===== src/rtl/traffic_light_ctrl.sv =====
// -----------------------------------------------------------------------------
// traffic_light_ctrl
//
// Fixed-time controller for a T-junction with four signal heads:
//   M1 - main road, direction 1
//   M2 - main road, direction 2
//   MT - main road turn lane
//   S  - side road
//
// A free-running six-phase state machine steps P1..P6 forever.
// Each phase is held for a parameterised number of clock ticks.
// With the nominal 1 Hz clock, one tick is one second.
// Lamp outputs are a purely combinational decode of the current phase.
//
// Lamp encoding, one-hot {red,yellow,green}:
//   RED = 3'b100, YEL = 3'b010, GRN = 3'b001
//
// Parameters:
//   T_MAIN - ticks in P1 (M1+M2 green)
//   T_YEL  - ticks in each yellow phase (P2, P4, P6)
//   T_TURN - ticks in P3 (M1+MT green)
//   T_SIDE - ticks in P5 (S green)
//   CNT_W  - timer width; must hold the largest duration minus 1
//
// Ports:
//   clk      in   system clock, rising-edge active
//   rst      in   asynchronous, active-low reset
//   light_M1 out  main road dir-1 head
//   light_M2 out  main road dir-2 head
//   light_MT out  main turn-lane head
//   light_S  out  side road head
// -----------------------------------------------------------------------------
module traffic_light_ctrl #(
  parameter int T_MAIN = 7,
  parameter int T_YEL  = 2,
  parameter int T_TURN = 5,
  parameter int T_SIDE = 3,
  parameter int CNT_W  = 4
) (
  input  logic       clk,
  input  logic       rst,
  output logic [2:0] light_M1,
  output logic [2:0] light_M2,
  output logic [2:0] light_MT,
  output logic [2:0] light_S
);

  localparam logic [2:0] RED = 3'b100;
  localparam logic [2:0] YEL = 3'b010;
  localparam logic [2:0] GRN = 3'b001;

  // Encodings 3'd6 and 3'd7 are unreachable.
  // The next-state and output decodes still handle them explicitly.
  typedef enum logic [2:0] {
    P1 = 3'd0,
    P2 = 3'd1,
    P3 = 3'd2,
    P4 = 3'd3,
    P5 = 3'd4,
    P6 = 3'd5
  } phase_t;

  localparam logic [CNT_W-1:0] LAST_MAIN = CNT_W'(T_MAIN - 1);
  localparam logic [CNT_W-1:0] LAST_YEL  = CNT_W'(T_YEL  - 1);
  localparam logic [CNT_W-1:0] LAST_TURN = CNT_W'(T_TURN - 1);
  localparam logic [CNT_W-1:0] LAST_SIDE = CNT_W'(T_SIDE - 1);

  phase_t           phase;
  phase_t           phase_nxt;
  logic [CNT_W-1:0] cnt;
  logic [CNT_W-1:0] cnt_nxt;
  logic [CNT_W-1:0] last_tick;
  logic             legal;

  // ---------------------------------------------------------------------------
  // State register
  // ---------------------------------------------------------------------------
  always_ff @(posedge clk or negedge rst) begin
    if (!rst) begin
      phase <= P1;
      cnt   <= '0;
    end else begin
      phase <= phase_nxt;
      cnt   <= cnt_nxt;
    end
  end

  // ---------------------------------------------------------------------------
  // Dwell decode: timer value on which the current phase ends
  // ---------------------------------------------------------------------------
  always_comb begin
    last_tick = '0;
    legal     = 1'b1;
    case (phase)
      P1:      last_tick = LAST_MAIN;
      P2:      last_tick = LAST_YEL;
      P3:      last_tick = LAST_TURN;
      P4:      last_tick = LAST_YEL;
      P5:      last_tick = LAST_SIDE;
      P6:      last_tick = LAST_YEL;
      default: legal     = 1'b0;
    endcase
  end

  // ---------------------------------------------------------------------------
  // Next-state logic
  // ---------------------------------------------------------------------------
  always_comb begin
    phase_nxt = P1;
    cnt_nxt   = '0;
    if (!legal) begin
      // Recover from a corrupted phase register on the next edge.
      phase_nxt = P1;
      cnt_nxt   = '0;
    end else if (cnt == last_tick) begin
      cnt_nxt = '0;
      case (phase)
        P1:      phase_nxt = P2;
        P2:      phase_nxt = P3;
        P3:      phase_nxt = P4;
        P4:      phase_nxt = P5;
        P5:      phase_nxt = P6;
        P6:      phase_nxt = P1;
        default: phase_nxt = P1;
      endcase
    end else begin
      phase_nxt = phase;
      cnt_nxt   = cnt + 1'b1;
    end
  end

  // ---------------------------------------------------------------------------
  // Output decode
  // Driven from phase only.
  // Illegal encodings show all-red.
  // ---------------------------------------------------------------------------
  always_comb begin
    light_M1 = RED;
    light_M2 = RED;
    light_MT = RED;
    light_S  = RED;
    case (phase)
      P1: begin
        light_M1 = GRN;
        light_M2 = GRN;
      end
      P2: begin
        light_M1 = GRN;
        light_M2 = YEL;
      end
      P3: begin
        light_M1 = GRN;
        light_MT = GRN;
      end
      P4: begin
        light_M1 = YEL;
        light_MT = YEL;
      end
      P5:      light_S = GRN;
      P6:      light_S = YEL;
      default: ;
    endcase
  end

endmodule


===== config.mk =====
export PLATFORM = sky130hd
export DESIGN_NAME = traffic_light_ctrl
export DESIGN_NICKNAME = d
export VERILOG_FILES = /design/src/rtl/traffic_light_ctrl.sv
export SDC_FILE = /design/constraint.sdc
export NUM_CORES = 1
export LEC_CHECK = 0
export BUFFER_PORTS_ARGS = -buffer_cell sky130_fd_sc_hd__buf_2
export CAP_MARGIN = 15
export CORE_AREA = 5 5 42 44
export CTS_CLUSTER_SIZE = 40
export DETAILED_ROUTE_END_ITERATION = 16
export DIE_AREA = 0 0 47 49
export GPL_TIMING_DRIVEN = 0
export PLACE_DENSITY_LB_ADDON = 0.1
export SYNTH_ARGS = -nofsm -noshare
export SYNTH_HDL_FRONTEND = slang
export SYNTH_SLANG_ARGS = --single-unit

===== constraint.sdc =====
create_clock -name clk -period 2.48 [get_ports clk]
set_input_delay 0.124 -clock clk [delete_from_list [all_inputs] [get_ports clk]]
set_output_delay 0.124 -clock clk [all_outputs]
set_load 0.005 [all_outputs]

==> results.json, run 1 <==
{
  "fp.dieH_um": 49,
  "tightest_slew_ns": 0.376,
  "die_area_sq_um": 2300,
  "crit_path_start_kind": "flip-flop",
  "routedWlPerCell_um": 11.4,
  "yosys_warnings": 0,
  "final_common_cell": "buf_2",
  "diodes": 0,
  "cts_inserted_buffers": 3,
  "final_nets": 73,
  "yosysTopAreaCell": "dfrtp_1",
  "hold_class": "in2async",
  "syn2layout_area_growth_pct": 27.2,
  "grt_usage": 0.104,
  "clock_path_buffers": 2,
  "yosysUniqueCellTypes": 27,
  "routabilityCongestion": 0.686,
  "ios": 14,
  "tritoncts": "yes",
  "ir_drop_mv": 0.342,
  "end_kind": "primary output",
  "cts.sinks": 7,
  "fp-row-count": 14,
  "grt_pass1_vias": 366,
  "coreArea_sq_um": 1400,
  "drcViolationCount": 0,
  "p_per_area_nw_per_um2": 389,
  "crit_chain": "clkbuf_1, nand2b_1, nor2_1, buf_4, buf_2",
  "dr.pass1.iters": 4,
  "synth_top_area_share": 0.392,
  "hold_viol_final": 0,
  "syn_area_per_cell_sq_um": 8.76,
  "gr-total-overflow": 0,
  "r2r_slack_ns": 1.14,
  "antenna_found_initial": 0,
  "clk_latency_ns": 0.25,
  "final_antenna_net_count": 0,
  "max-slew-margin-rel": 0.749,
  "slew_violations": 0,
  "dr_total_vias": 393,
  "required_ns": 2.36,
  "slowest_delay_ns": 0.38,
  "fillers": 154,
  "finalCriticalPeriod_ns": 1.61,
  "drive_gt1_frac": 0.319,
  "total_power_mw": 0.221,
  "grt_pass1_wl_um": 1730,
  "p_leak_nw": 0.298,
  "syn_nets": 54,
  "grt_max_degree": 11,
  "crit_arrival_ns": 1.49,
  "status": "complete, no violations",
  "synth-seq-cells": 7,
  "clk_pin_slew_worst_paths_ns": 0.05,
  "io_buffers": 13,
  "rsz0062_at_grt": "no",
  "setup_violations": 0,
  "layout_common_cells": "buf_2, nor2_1, dfrtp_1",
  "cap_violations": 0,
  "cp_num_buf_inv": 3,
  "drt_iter0_markers": 6,
  "seqCellArea_sq_um": 175,
  "cts_max_level": 1,
  "dp_slack_ns": 1.12,
  "clock_skew_ns": 0.00610,
  "cp_max_fo": 10,
  "initial_core_util": 0.319,
  "crit_family": "buffers and inverters",
  "fmax_mhz": 621,
  "synth_area_sq_um": 447,
  "dpl.hpwl_um": 717,
  "fp.dieW_um": 47,
  "finalSetupTns_ns": 0,
  "worst_slack_ns": 0.870,
  "fin_crit_sh": 0.649,
  "path_class": "reg2out",
  "slowest_stage": "dfrtp_1",
  "root_buffer": "clkbuf_4",
  "wl_um": 966,
  "seq_area_frac_synth": 0.392,
  "multi_input_area_sq_um": 231,
  "synth.area.top_cells": "dfrtp_1, nor2_1, xnor2_1, xor2_1, a211oi_1",
  "synthesis.instances": 51,
  "routed_via_density": 4.62
}
## cells by family (layout without fill, tap and decap cells)
| family | Yosys count | after routing | share of synthesized area |
|---|---|---|---|
| compound gates | 8 | 8 | 0.132 |
| buf+inv | 7 | 25 | 0.0896 |
| xor+xnor | 4 | 4 | 0.0784 |
| flops | 7 | 7 | 0.392 |
| simple gates | 23 | 23 | 0.258 |
| mux | 1 | 1 | 0.0224 |
| fa+ha+maj | 1 | 1 | 0.0280 |
## per-layer routing
metal,GRT usage,vias to the layer above,share of wire
met5,0,-,0
met4,0.0553,0,0.023
met3,0.0443,4,0.041
met2,0.138,6,0.45
met1,0.139,173,0.48
li1,-,210,-
## cell type report
cell class | count | area share
inverter | 1 | 0.00661
timing repair buffer | 14 | 0.132
clock buffer | 4 | 0.0463
tap | 16 | 0.0352
multi-input combinational | 37 | 0.407
buffer | 6 | 0.0639
sequential | 7 | 0.308
## path summary, 6_finish.rpt
kind,startpoint,to,depth (start not counted)
worst max-delay path,phase[2],light_MT[1],5
worst min-delay path,rst,cnt[0],2
worst min register to register,cnt[0],cnt[0],1
worst max register to register,phase[2],phase[0],4
min in group clk,cnt[0],cnt[0],1
max in group asynchronous,rst,phase[1],2
## through the flow
step,cell area [sq um],util,instances,hold slack (ns)
after global placement,532,0.379,80,-0.0304
after floorplan,447,-,51,-0.172
after global routing,568,0.405,85,0.251
after detailed placement,532,0.379,80,-0.0296
after CTS,568,0.405,85,0.232
final,568,0.405,85,0.235
## registers in the layout, summed over array words and instances (netlist names)
register  flops
cnt           4
phase         3
## synthesized netlist by cell type, drive strengths merged
| library cell | number |
|---|---|
| a221oi | 1 |
| nand3b | 1 |
| nor3b | 1 |
| a211oi | 2 |
| buf | 4 |
| a21oi | 2 |
| nand2b | 2 |
| nand3 | 1 |
| o21a | 1 |
| or2 | 1 |
| nor3 | 2 |
| nor2b | 1 |
| inv | 1 |
| clkbuf | 2 |
| o32a | 1 |
| nor2 | 10 |
| dfrtp | 7 |
| mux2i | 1 |
| xnor2 | 2 |
| xor2 | 2 |
| ha | 1 |
| nor4 | 1 |
| o211ai | 1 |
| nand2 | 3 |
## repair_timing
item / in CTS / in global routing
hold buffers: 1 / 0
resized for setup: 0 / 0
hold endpoints to repair: 7 / 0
buffers inserted: 0 / 0
## where the power goes
part / leakage (nW) / switching, mW / internal, mW
clock: 0.0150 / 0.0412 / 0.0614
sequential: 0.0933 / 0 / 0.114
combinational: 0.190 / 0.00237 / 0.00161
Note: power is estimated with default switching activity, not from simulation.
==> run 2, diff against run 1 <==
ABC_AREA = 1   (was not set)
CORE_AREA = not set   (was 5 5 42 44)
CORE_MARGIN = 5   (was not set)
CORE_UTILIZATION = 35   (was not set)
DIE_AREA = not set   (was 0 0 47 49)
clock period = 1.4 ns   (was 2.48 ns; I/O delays follow)
==> results.json, run 2 <==
{
  "status": "complete, no violations",
  "grt_usage": 0.119,
  "layout_common_cells": "buf_2, nand2_1, nor2_1",
  "setup_violations": 0,
  "crit_family": "simple AND/OR/NAND/NOR gates",
  "cts_max_level": 1,
  "yosysMostFrequentCell": "nand2_1",
  "required_ns": 1.59,
  "fillers": 159,
  "hold_class": "in2async",
  "largest-register": "cnt",
  "yosysUniqueCellTypes": 18,
  "dpl.hpwl_um": 794,
  "fp.dieH_um": 47.1,
  "fp-row-count": 13,
  "whs_ns": 0.177,
  "cts.sinks": 7,
  "diodes": 0,
  "dr.pass1.iters": 2,
  "yosys_warnings": 0,
  "final_antenna_net_count": 0,
  "synth_top_area_share": 0.364,
  "largest_reg_flops": 4,
  "final_common_cell": "buf_2",
  "crit_arrival_ns": 1.49,
  "path_common_cell": "nand2_2",
  "syn_area_per_cell_sq_um": 7.65,
  "slowest_delay_ns": 0.44,
  "coreArea_sq_um": 1300,
  "crit_chain": "inv_2, buf_12, nand2_2, nand2_2, nand2_2, nor2_4, nand2_4, nand2_4, nand2_2, nand2_2",
  "routed_via_density": 4.52,
  "seq_area_frac_synth": 0.364,
  "yosysTopAreaCell": "dfrtp_1",
  "drive_gt1_frac": 0.452,
  "dr_total_vias": 447,
  "ios": 14,
  "largest_registers": "cnt: 4 flops, phase: 3 flops",
  "rsz0062_at_grt": "no",
  "clock_skew_ns": 0.00119,
  "io_buffers": 13,
  "slowest_stage": "dfrtp_2",
  "end_kind": "flip-flop",
  "die_area_sq_um": 2220,
  "slew_violations": 0,
  "clock_path_buffers": 2,
  "p_per_area_nw_per_um2": 600,
  "synth.area.top_cells": "dfrtp_1, nand2_1, nand2_2, nor2_1, nand3_1",
  "hold_viol_final": 0,
  "finalSetupTns_ns": 0,
  "routabilityCongestion": 0.743,
  "ir_drop_mv": 0.553,
  "syn_nets": 66,
  "grt_max_degree": 8,
  "cp_max_fo": 7,
  "p_leak_nw": 0.349,
  "grt_pass1_vias": 426,
  "wl_um": 991,
  "routedWlPerCell_um": 10.0,
  "drcViolationCount": 0,
  "synth-seq-cells": 7,
  "cap_violations": 0,
  "synth_area_sq_um": 482,
  "initial_core_util": 0.370,
  "synth-main-ff-cell": "dfrtp_1",
  "async_flop_share": 1.00,
  "seqCellArea_sq_um": 178,
  "synth_edf_count": 0,
  "grt_pass1_wl_um": 1800,
  "fp.dieW_um": 47.1,
  "antenna_found_initial": 0,
  "fin_crit_sh": 0.929,
  "multi_input_area_sq_um": 269,
  "drt_iter0_markers": 5,
  "crit_path_start_kind": "flip-flop",
  "cts_inserted_buffers": 3,
  "tritoncts": "yes",
  "finalCriticalPeriod_ns": 1.30,
  "synthTopCellsByCount": "nand2_1, nor2_1, dfrtp_1, nand2_2",
  "root_buffer": "clkbuf_4",
  "clk_pin_slew_worst_paths_ns": 0.05,
  "path_class": "reg2reg",
  "tightest_slew_ns": 0.176,
  "final_nets": 88,
  "syn2layout_area_growth_pct": 33.8,
  "cp_num_buf_inv": 2,
  "max-slew-margin-rel": 0.882,
  "clk_latency_ns": 0.25,
  "gr-total-overflow": 0,
  "fmax_mhz": 769,
  "synthesis.instances": 63
}
==> run 2: changes by cell type after synthesis, sizes merged, moves of 2 or more <==
| cell | change |
|---|---|
| nand3 | +4 |
| clkbuf | -2 |
| nor3 | -2 |
| nor2 | +2 |
| nand2b | -2 |
| a211oi | -2 |
| inv | +6 |
| buf | -3 |
| nand2 | +19 |
==> run 2: logic make-up (layout without fill, tap and decap cells) <==
family | count (synthesis) | after routing | share of synthesized area
xor+xnor | 2 | 2 | 0.0364
fa+ha+maj | 1 | 1 | 0.0260
flops | 7 | 7 | 0.364
buf+inv | 9 | 30 | 0.0883
simple gates | 41 | 41 | 0.447
compound gates | 3 | 3 | 0.0390
==> run 2: final cells by class <==
cell class | instances | share of cell area
buffer | 2 | 0.0252
sequential | 7 | 0.276
multi-input combinational | 47 | 0.417
tap | 15 | 0.0291
timing repair buffer | 17 | 0.171
inverter | 7 | 0.0408
clock buffer | 4 | 0.0408
==> run 2: worst register-to-register path: stages, from the launching register on <==
cell and delay, ns:
dfrtp_2 0.44, inv_2 0.10, buf_12 0.12, nand2_2 0.07, nand2_2 0.06, nand2_2 0.06
nor2_4 0.12, nand2_4 0.08, nand2_4 0.09, nand2_2 0.06, nand2_2 0.05
==> run 2: final timing paths <==
kind	from	end	slack (ns)	cells after the start
worst min-delay path	rst	cnt[2]	0.18	2
worst max register to register	phase[2]	phase[1]	0.1	10
worst min register to register	cnt[0]	cnt[0]	0.52	1
min in group clk	cnt[0]	cnt[0]	0.52	1
worst max-delay path	phase[2]	phase[1]	0.1	10
max in group asynchronous	rst	phase[0]	1.06	2
==> run 2: power breakdown <==
group          total, mW  switching (mW)  internal, mW
Combinational    0.00665         0.00382       0.00284
Sequential         0.203               0         0.203
Clock              0.177          0.0690         0.108
==> run 2: through the flow <==
stage | cells | setup WS [ns] | power [mW] | instance area, sq um | util
CTS | 97 | 0.0120 | 0.400 | 622 | 0.478
floorplan | 63 | 0.210 | 0.206 | 482 | -
finish | 99 | 0.0998 | 0.387 | 644 | 0.495
global placement | 91 | 0.0960 | 0.211 | 566 | 0.435
global route | 99 | 0.000108 | 0.416 | 644 | 0.495
detailed placement | 91 | 0.101 | 0.211 | 566 | 0.435
==> run 2: repair_timing <==
item                                   in CTS  in global routing
setup buffers                               1                  2
pin swaps                                   0                  0
hold buffers                                1                  0
setup endpoints to repair                   1                  9
gates resized for setup                     0                  5
endpoints found under the hold margin       7                  0
==> run 2: metal layers <==
metal,wire length [um],vias up,track usage
met5,0,-,0
met4,27,0,0.0994
met3,83,2,0.0115
met2,427,13,0.192
met1,453,191,0.139
li1,-,241,-
